--- src/rtl/pe_row_feeder.sv ---
// Row-stationary PE sequencer: loads a filter row and an image row, then replays them as 1-D sliding windows.
// Result leaves 2 cycles after a window's last tap; load streams stall the job indefinitely, result port has no backpressure.
module pe_row_feeder #(
    parameter int FILT_LEN  = 3,
    parameter int IMG_LEN   = 8,
    parameter int DW        = 16,
    parameter int PW        = 32,
    parameter int ISSUE_GAP = 2
) (
    input  logic          clk,
    input  logic          rst_n,
    input  logic          start,
    input  logic          keep_wgt,
    output logic          busy,
    output logic          done,
    input  logic          wgt_valid,
    output logic          wgt_ready,
    input  logic [DW-1:0] wgt_data,
    input  logic          img_valid,
    output logic          img_ready,
    input  logic [DW-1:0] img_data,
    output logic [DW-1:0] image_val,
    output logic          image_en,
    output logic [DW-1:0] weight_val,
    output logic          weight_en,
    output logic [PW-1:0] psum_in,
    input  logic [PW-1:0] psum_fb,
    output logic          out_valid,
    output logic [5:0]    out_idx,
    output logic [PW-1:0] out_data
);

    localparam int WIN_LEN = 1 + FILT_LEN * ISSUE_GAP;
    localparam int CAP_OFS = 2 + (FILT_LEN - 1) * ISSUE_GAP;
    localparam int WCW     = $clog2(FILT_LEN + 1);
    localparam int ICW     = $clog2(IMG_LEN + 1);
    localparam int WAW     = (FILT_LEN > 1) ? $clog2(FILT_LEN) : 1;
    localparam int IAW     = (IMG_LEN > 1) ? $clog2(IMG_LEN) : 1;
    localparam int CW      = $clog2(WIN_LEN + 2);
    localparam int GW      = $clog2(ISSUE_GAP);

    localparam logic [WCW-1:0] S_CNT   = WCW'(FILT_LEN);
    localparam logic [ICW-1:0] W_CNT   = ICW'(IMG_LEN);
    localparam logic [CW-1:0]  WIN_END = CW'(WIN_LEN - 1);
    localparam logic [CW-1:0]  CAP_CYC = CW'(CAP_OFS);
    localparam logic [GW-1:0]  GAP_RLD = GW'(ISSUE_GAP - 1);
    localparam logic [5:0]     LAST_E  = 6'(IMG_LEN - FILT_LEN);

    typedef enum logic [1:0] {IDLE, LOAD, RUN, DONE} state_t;

    state_t          state_q, state_d;
    logic            keep_q;
    logic [WCW-1:0]  wcnt_q;
    logic [ICW-1:0]  icnt_q;
    logic [5:0]      e_q;
    logic [CW-1:0]   cyc_q;
    logic [WCW-1:0]  tap_q;
    logic [GW-1:0]   gap_q;
    logic            out_valid_q;
    logic [5:0]      out_idx_q;
    logic [PW-1:0]   out_data_q;

    logic [DW-1:0]   wgt_mem [FILT_LEN];
    logic [DW-1:0]   img_mem [IMG_LEN];

    logic            wgt_full, img_full, tap_fire, cap, last_win;
    logic [IAW-1:0]  img_idx;

    assign wgt_full = keep_q || (wcnt_q == S_CNT);
    assign img_full = (icnt_q == W_CNT);
    assign last_win = (e_q == LAST_E);
    // Taps only while the window still has some left; gap_q paces them ISSUE_GAP apart.
    assign tap_fire = (state_q == RUN) && (cyc_q != '0) && (gap_q == '0) && (tap_q != S_CNT);
    assign cap      = (state_q == RUN) && (cyc_q == CAP_CYC);
    assign img_idx  = IAW'(e_q) + IAW'(tap_q);

    always_ff @(posedge clk or negedge rst_n) begin
        if (!rst_n) begin
            state_q <= IDLE;
        end else begin
            state_q <= state_d;
        end
    end

    always_comb begin
        state_d    = state_q;
        busy       = 1'b0;
        done       = 1'b0;
        wgt_ready  = 1'b0;
        img_ready  = 1'b0;
        image_en   = 1'b0;
        weight_en  = 1'b0;
        image_val  = '0;
        weight_val = '0;
        psum_in    = '0;
        case (state_q)
            IDLE: begin
                if (start) state_d = LOAD;
            end
            LOAD: begin
                busy      = 1'b1;
                wgt_ready = !wgt_full;
                img_ready = !img_full;
                if (wgt_full && img_full) state_d = RUN;
            end
            RUN: begin
                busy = 1'b1;
                if (cyc_q != '0) psum_in = psum_fb;
                if (tap_fire) begin
                    image_en   = 1'b1;
                    weight_en  = 1'b1;
                    image_val  = img_mem[img_idx];
                    weight_val = wgt_mem[WAW'(tap_q)];
                end
                if (out_valid_q && (out_idx_q == LAST_E)) state_d = DONE;
            end
            DONE: begin
                done    = 1'b1;
                state_d = IDLE;
            end
            default: state_d = IDLE;
        endcase
    end

    // Scratchpads carry no reset; their contents are meaningless until loaded.
    always_ff @(posedge clk) begin
        if (state_q == LOAD && wgt_valid && wgt_ready) wgt_mem[WAW'(wcnt_q)] <= wgt_data;
        if (state_q == LOAD && img_valid && img_ready) img_mem[IAW'(icnt_q)] <= img_data;
    end

    always_ff @(posedge clk or negedge rst_n) begin
        if (!rst_n) begin
            keep_q      <= 1'b0;
            wcnt_q      <= '0;
            icnt_q      <= '0;
            e_q         <= '0;
            cyc_q       <= '0;
            tap_q       <= '0;
            gap_q       <= '0;
            out_valid_q <= 1'b0;
            out_idx_q   <= '0;
            out_data_q  <= '0;
        end else begin
            out_valid_q <= cap;
            if (cap) begin
                out_data_q <= psum_fb;
                out_idx_q  <= e_q;
            end
            case (state_q)
                IDLE: begin
                    if (start) begin
                        keep_q <= keep_wgt;
                        wcnt_q <= '0;
                        icnt_q <= '0;
                    end
                end
                LOAD: begin
                    if (wgt_valid && wgt_ready) wcnt_q <= wcnt_q + WCW'(1);
                    if (img_valid && img_ready) icnt_q <= icnt_q + ICW'(1);
                    e_q   <= '0;
                    cyc_q <= '0;
                    tap_q <= '0;
                    gap_q <= '0;
                end
                RUN: begin
                    if (tap_fire) begin
                        tap_q <= tap_q + WCW'(1);
                        gap_q <= GAP_RLD;
                    end else if (gap_q != '0) begin
                        gap_q <= gap_q - GW'(1);
                    end
                    // The last window runs past WIN_END until its result has been presented.
                    if (cyc_q == WIN_END && !last_win) begin
                        cyc_q <= '0;
                        e_q   <= e_q + 6'd1;
                        tap_q <= '0;
                        gap_q <= '0;
                    end else begin
                        cyc_q <= cyc_q + CW'(1);
                    end
                end
                default: ;
            endcase
        end
    end

    assign out_valid = out_valid_q;
    assign out_idx   = out_idx_q;
    assign out_data  = out_data_q;

endmodule
--- config.mk ---
export PLATFORM = sky130hd
export DESIGN_NAME = pe_row_feeder
export DESIGN_NICKNAME = d
export VERILOG_FILES = /design/src/rtl/pe_row_feeder.sv
export SDC_FILE = /design/constraint.sdc
export NUM_CORES = 1
export LEC_CHECK = 0
export CAP_MARGIN = 10
export CORE_MARGIN = 5
export CORE_UTILIZATION = 50
export DETAILED_ROUTE_END_ITERATION = 8
export PLACE_DENSITY = 0.76
export SETUP_SLACK_MARGIN = 0.3
export SYNTH_ARGS = -nofsm -noshare
export SYNTH_HDL_FRONTEND = slang
export SYNTH_SLANG_ARGS = --single-unit
--- constraint.sdc ---
create_clock -name clk -period 4.7 [get_ports clk]
set_input_delay 0.705 -clock clk [delete_from_list [all_inputs] [get_ports clk]]
set_output_delay 0.705 -clock clk [all_outputs]
set_load 0.02 [all_outputs]
==> run_results.csv, run 1 <==
group,metric,value,unit
setup_path,worstSetupPathType,"reg -> out",
floorplanning,dieArea,22800,µm²
sta,hold_viol,0,
global_routing,overflow,0,
setup_path,cpMostUsedCell,"inv_1",
clock_network,post_cts_buffers,0,
synth,syn_inst,718,
clock_network,cts-buffers-inserted,24,
detailed_routing,first_pass_iters,5,
global_routing,grt_pass1_vias,6308,
sta,tightest_slew,982,ps
setup_path,cp.arrival,3370,ps
setup_path,crit_fanout,33,
sta,rsz0062_at_grt,"no",
global_routing,grt_pass1_wl,34600,µm
synth,synth_edf_count,176,
hold_path,hp-class,"in -> async",
floorplanning,ioPinCount,179,
place,dp_hpwl,14100,µm
place,port_buffers,178,
detailed_routing,ant_nets,0,
floorplanning,die_y,151,µm
synth,synth_area,9920,µm²
detailed_routing,vias,6269,
detailed_routing,drt-total-wl,22300,µm
synth,synthTopCellsByCount,"176 x edfxtp_1, 158 x nand2_1, 61 x dfrtp_1",
finish,final_area,12900,µm²
synth,synth.most_common_cell,"edfxtp_1",
synth,synth-main-ff-cell,"edfxtp_1",
clock_network,htree_levels,1,
sta,min_period_over_period,86.7,%
synth,postSynthAreaPerCell,13.8,µm²
pwr,power_density,458,nW/µm²
clock_network,cts_max_path_buffers,3,
sta,post-route-min-period,4070,ps
floorplanning,initial_utilization,50.8,%
synth,synth_seq_cells,237,
sta,drv_slew,0,
clock_network,cts_hold_buf,0,
synth,synth.area.top_cells,"edfxtp_1 53%, dfrtp_1 15%, mux4_2 7.3%",
synth,yosysWarnings,0,
run,drv_cap,0,
synth,yosysSeqAreaShare,68.6,%
detailed_routing,wl_per_cell,18.9,µm
setup_path,endpoint_kind,"output pin",
synth,netlist.area_leader.share,53.3,%
finish,drive_gt1_share,11.4,%
synth,synth.net_count,806,
clock_network,clk_pin_slew,70,ps
clock_network,clock-root-buffer,"clkbuf_16",
detailed_routing,drt_iter0_drc,586,
detailed_routing,viasPerCell,5.32,
setup_path,path_cells,"inv_1 > ha_1 > or3b_2 > nand2_2 > buf_4 > inv_1 > clkdlybuf4s50_1",
global_routing,antenna_found_initial,0,
finish,area_growth,29.6,%
synth,yosysUniqueCellTypes,50,
place,gp_congestion,0.796,
clock_network,cts_tree,"yes",
sta,worst_clock_skew,18.0,ps
setup_path,slowest_stage,"or3b_2",
setup_path,cpPeakStageDelay,710,ps
sta,slew_headroom,33.6,%
status,status,"completed",
floorplanning,fp.dieW,151,µm
finish,final_nets,982,
synth,synth_top_cell_by_area,"edfxtp_1",
sta,tns,0,ps
sta,max_freq,245,MHz
detailed_routing,drc,0,
clock_network,cts.sinks,237,
clock_network,clk_latency,510,ps
setup_path,cp-start-kind,"register",
place,place_area,12000,µm²
sta,setup_violations,0,
setup_path,crit_required,3990,ps
global_routing,grt_max_degree,43,
synth,synth-async-reset-ratio,25.7,%
global_routing,grt_use_total,19.6,%
floorplanning,design.core.area,19500,µm²
pwr,ir_worst_vdd,0.000564,V
floorplanning,std_cell_rows,51,
pwr,p_leak,0.00475,µW
==> registers in the layout (all words and copies together) (netlist names) <==
name / count
gap_q: 1
out_data: 32
e_q: 6
cyc_q: 4
img_mem: 128
wgt_mem: 48
out_valid: 1
out_idx: 6
state_q: 2
tap_q: 2
wcnt_q: 2
icnt_q: 4
keep_q: 1
==> cell families after synthesis <==
kind of cell             share of synthesized area, %
AND/OR/NAND/NOR                                  12.8
flip-flops                                       68.6
AO/OA/AOI/OAI                                    3.97
buffers and inverters                            2.55
multiplexers                                     9.44
adder cells (fa/ha/maj)                          2.35
XOR/XNOR                                        0.265
==> layout by cell type, fill, tap and decap left out, types with 26 or more instances in the layout <==
| master | instances |
|---|---|
| dfrtp_1 | 61 |
| clkdlybuf4s50_1 | 177 |
| nand2_1 | 157 |
| nor2_1 | 40 |
| a21oi_1 | 33 |
| clkbuf_16 | 26 |
| and3_1 | 34 |
| edfxtp_1 | 176 |
| mux4_2 | 32 |
==> routing by layer <==
| metal | wire (µm) | up-vias | track usage [%] |
|---|---|---|---|
| met5 | 0 | - | 0 |
| met4 | 251 | 0 | 4.49 |
| met3 | 1630 | 19 | 3.74 |
| met2 | 11500 | 192 | 34.8 |
| met1 | 8870 | 3084 | 25.3 |
| li1 | - | 2974 | - |
==> path summary, 6_finish.rpt <==
kind                                  start            end  slack, ps  depth (start not counted)
worst max-delay path               cyc_q[0]      weight_en        630                          7
worst min-delay path                  rst_n      icnt_q[3]        210                          1
worst max register to register   state_q[1]  wgt_mem[2][6]       1600                          4
worst min register to register  out_data[2]    out_data[2]        470                          2
max in group asynchronous             rst_n   out_data[21]       3550                          2
min in group clk                out_data[2]    out_data[2]        470                          2
==> final cells by class <==
| cell class | count | area, µm² |
|---|---|---|
| Clock buffer | 31 | 683 |
| Tap cell | 265 | 332 |
| Antenna cell | 1 | 2.50 |
| Timing Repair Buffer | 193 | 1890 |
| Clock inverter | 13 | 145 |
| Fill cell | 1432 | 6670 |
| Sequential cell | 237 | 6810 |
| Multi-Input combinational cell | 419 | 2920 |
| Inverter | 19 | 71.3 |
==> metrics by stage <==
stage | setup slack, ps | hold WS (ps) | total power, µW | utilization, % | cells
after global placement | 953 | 457 | 3950 | 61.6 | 1133
after global routing | 457 | 260 | 6160 | 65.8 | 1177
final | 626 | 209 | 5890 | 65.8 | 1178
after floorplan | 1480 | 409 | 3400 | - | 718
after CTS | 571 | 221 | 5950 | 65.8 | 1177
after detailed placement | 850 | 461 | 3970 | 61.6 | 1133
==> critical path, delay by kind of cell, from the launching register on <==
| family | cells | cell delay [ps] |
|---|---|---|
| adder cells (fa/ha/maj) | 1 | 150 |
| buffers and inverters | 4 | 1090 |
| flip-flops | 1 | 390 |
| AND/OR/NAND/NOR | 2 | 1210 |
==> power breakdown <==
group | total, µW | switching, µW | internal [µW]
registers | 2440 | 67.2 | 2380
clock network | 1960 | 766 | 1190
logic | 1490 | 834 | 651
total | 5890 | 1670 | 4220
==> what timing repair did <==
action                                 in CTS  in global routing
setup endpoints to repair                  12                  0
endpoints found under the hold margin       0                  0
resized for setup                           1                  0
Note: power is estimated with default switching activity, not from simulation.
==> run 2, diff against run 1 <==
Settings changed: CELL_PAD_IN_SITES_DETAIL_PLACEMENT set to 1, CELL_PAD_IN_SITES_GLOBAL_PLACEMENT set to 1, CORE_UTILIZATION 50 to 46, PLACE_DENSITY 0.76 to 0.84, SLEW_MARGIN set to 20.
==> run 2 against run 1 <==
Effect of this change: count of clock-buffer cells in the layout decreased by 4; sequential power is essentially flat; register-to-register slack better by 80 ps; worst setup slack got worse by 81 ps; die area up 8.1%; design area is 0.12% higher; cell count rose by 0.93%; combinational power rose by 5%; clock skew is 5.8 ps lower; first-iteration DRC count is 15% lower; largest cell class unchanged.
==> run_results.csv, run 2 (synthesis gave the netlist of run 1 again) <==
group,metric,value,unit
detailed_routing,vias,6605,
setup_path,cp.arrival,3450,ps
floorplanning,die_y,157,µm
sta,max_freq,241,MHz
hold_path,hp-class,"in -> async",
finish,layout_common_cells,"177 x clkdlybuf4s50_1, 176 x edfxtp_1, 158 x nand2_1, 61 x dfrtp_1, 40 x nor2_1",
finish,area_growth,29.7,%
clock_network,cts_resized,0,
finish,largest_register_ffs,128,
global_routing,grtUsageMet3,3.01,%
finish,final_common_cell,"clkdlybuf4s50_1",
sta,tns,0,ps
pwr,p_leak,0.00475,µW
setup_path,endpoint_kind,"output pin",
setup_path,crit_fanout,33,
sta,hold_viol,0,
sta,setup_violations,0,
detailed_routing,ant_nets,0,
clock_network,clk_pin_slew,60,ps
clock_network,htree_levels,1,
sta,rsz0062_at_grt,"no",
global_routing,grt_pass1_wl,42900,µm
sta,post-route-min-period,4150,ps
status,status,"completed",
clock_network,clk_latency,510,ps
clock_network,post_cts_buffers,0,
detailed_routing,drt-total-wl,28000,µm
global_routing,grt_pass1_vias,7282,
global_routing,busiest_layer,"met2",
finish,instances_no_fill,1189,
clock_network,cts_max_path_buffers,3,
setup_path,crit_path_start,"cyc_q[0]",
sta,tightest_slew,1060,ps
floorplanning,std_cell_rows,53,
sta,min_period_over_period,88.4,%
run,drv_cap,0,
global_routing,use_met2,41.0,%
global_routing,gr-usage-met1,28.7,%
global_routing,overflow,0,
sta,worst_clock_skew,12.2,ps
sta,drv_slew,0,
pwr,ir_worst_vdd,0.000333,V
finish,n_antenna_cell,0,
floorplanning,dieArea,24600,µm²
setup_path,crit_required,3990,ps
clock_network,cts_hold_buf,0,
clock_network,clock-root-buffer,"clkbuf_16",
clock_network,cts_tree,"yes",
global_routing,grt_max_degree,62,
clock_network,cts.sinks,237,
detailed_routing,wl_per_cell,23.5,µm
finish,final_nets,985,
place,place_inst,1145,
detailed_routing,first_pass_iters,4,
place,gp_congestion,0.765,
global_routing,antenna_found_initial,1,
floorplanning,ioPinCount,179,
global_routing,grt_use_total,22.7,%
detailed_routing,viasPerCell,5.56,
place,port_buffers,178,
pwr,p_total,6020,µW
setup_path,cp-start-kind,"register",
pwr,power_density,468,nW/µm²
finish,regMostFlops,"img_mem",
setup_path,worstSetupPathType,"reg -> out",
clock_network,cts-buffers-inserted,25,
detailed_routing,drt_iter0_drc,498,
setup_path,r2r_start,"icnt_q[1]",
place,dp_hpwl,17600,µm
floorplanning,design.core.area,21200,µm²
sta,slew_headroom,28.8,%
detailed_routing,drc,0,
finish,drive_gt1_share,11.2,%
floorplanning,initial_utilization,46.9,%
floorplanning,fp.dieW,157,µm
-- run 2: where the power goes --
part           switching, µW  internal [µW]  leakage [µW]  total [µW]
Clock                    797           1190      0.000401        1990
Combinational            907            667       0.00209        1570
Sequential              81.1           2380       0.00226        2460
Total                   1790           4230       0.00475        6020
-- run 2: final cells by class --
type                       instances  area, µm²
clock buffer                      27        633
clock inverter                    17        188
fill                            2037       8280
inverter                          19       71.3
multi-input combinational        419       2920
sequential                       237       6810
tap                              275        344
timing repair buffer             195       1900
-- run 2: worst paths after layout --
check | cells past startpoint | end | slack [ps]
max | 7 | image_val[0] | 550
min | 2 | out_data[6] | 370
min reg2reg | 2 | out_data[14] | 480
max reg2reg | 6 | img_mem[5][9] | 1680
min in group clk | 2 | out_data[14] | 480
max in group asynchronous | 2 | tap_q[1] | 3780
-- run 2: worst max-delay path, stage by stage, from the launching register on --
cell and delay [ps]:
dfrtp_1 400, inv_1 100, ha_1 190, or3b_2 580
nand2_1 490, buf_4 340, a21oi_1 180, clkdlybuf4s50_1 650
-- run 2: metrics by stage --
step	instance area, µm²	setup slack, ps	hold slack [ps]	util [%]
floorplan	9920	1480	409	-
global placement	12100	1200	458	57.0
detailed placement	12100	1100	462	57.0
CTS	12900	520	398	60.8
global route	12900	342	443	60.8
finish	12900	545	366	60.8
-- run 2: layer usage --
| metal | vias to the layer above | share of wire, % |
|---|---|---|
| met4 | 2 | 2.6 |
| li1 | 2957 | - |
| met2 | 204 | 54 |
| met3 | 51 | 4.5 |
| met5 | - | 0.046 |
| met1 | 3391 | 39 |
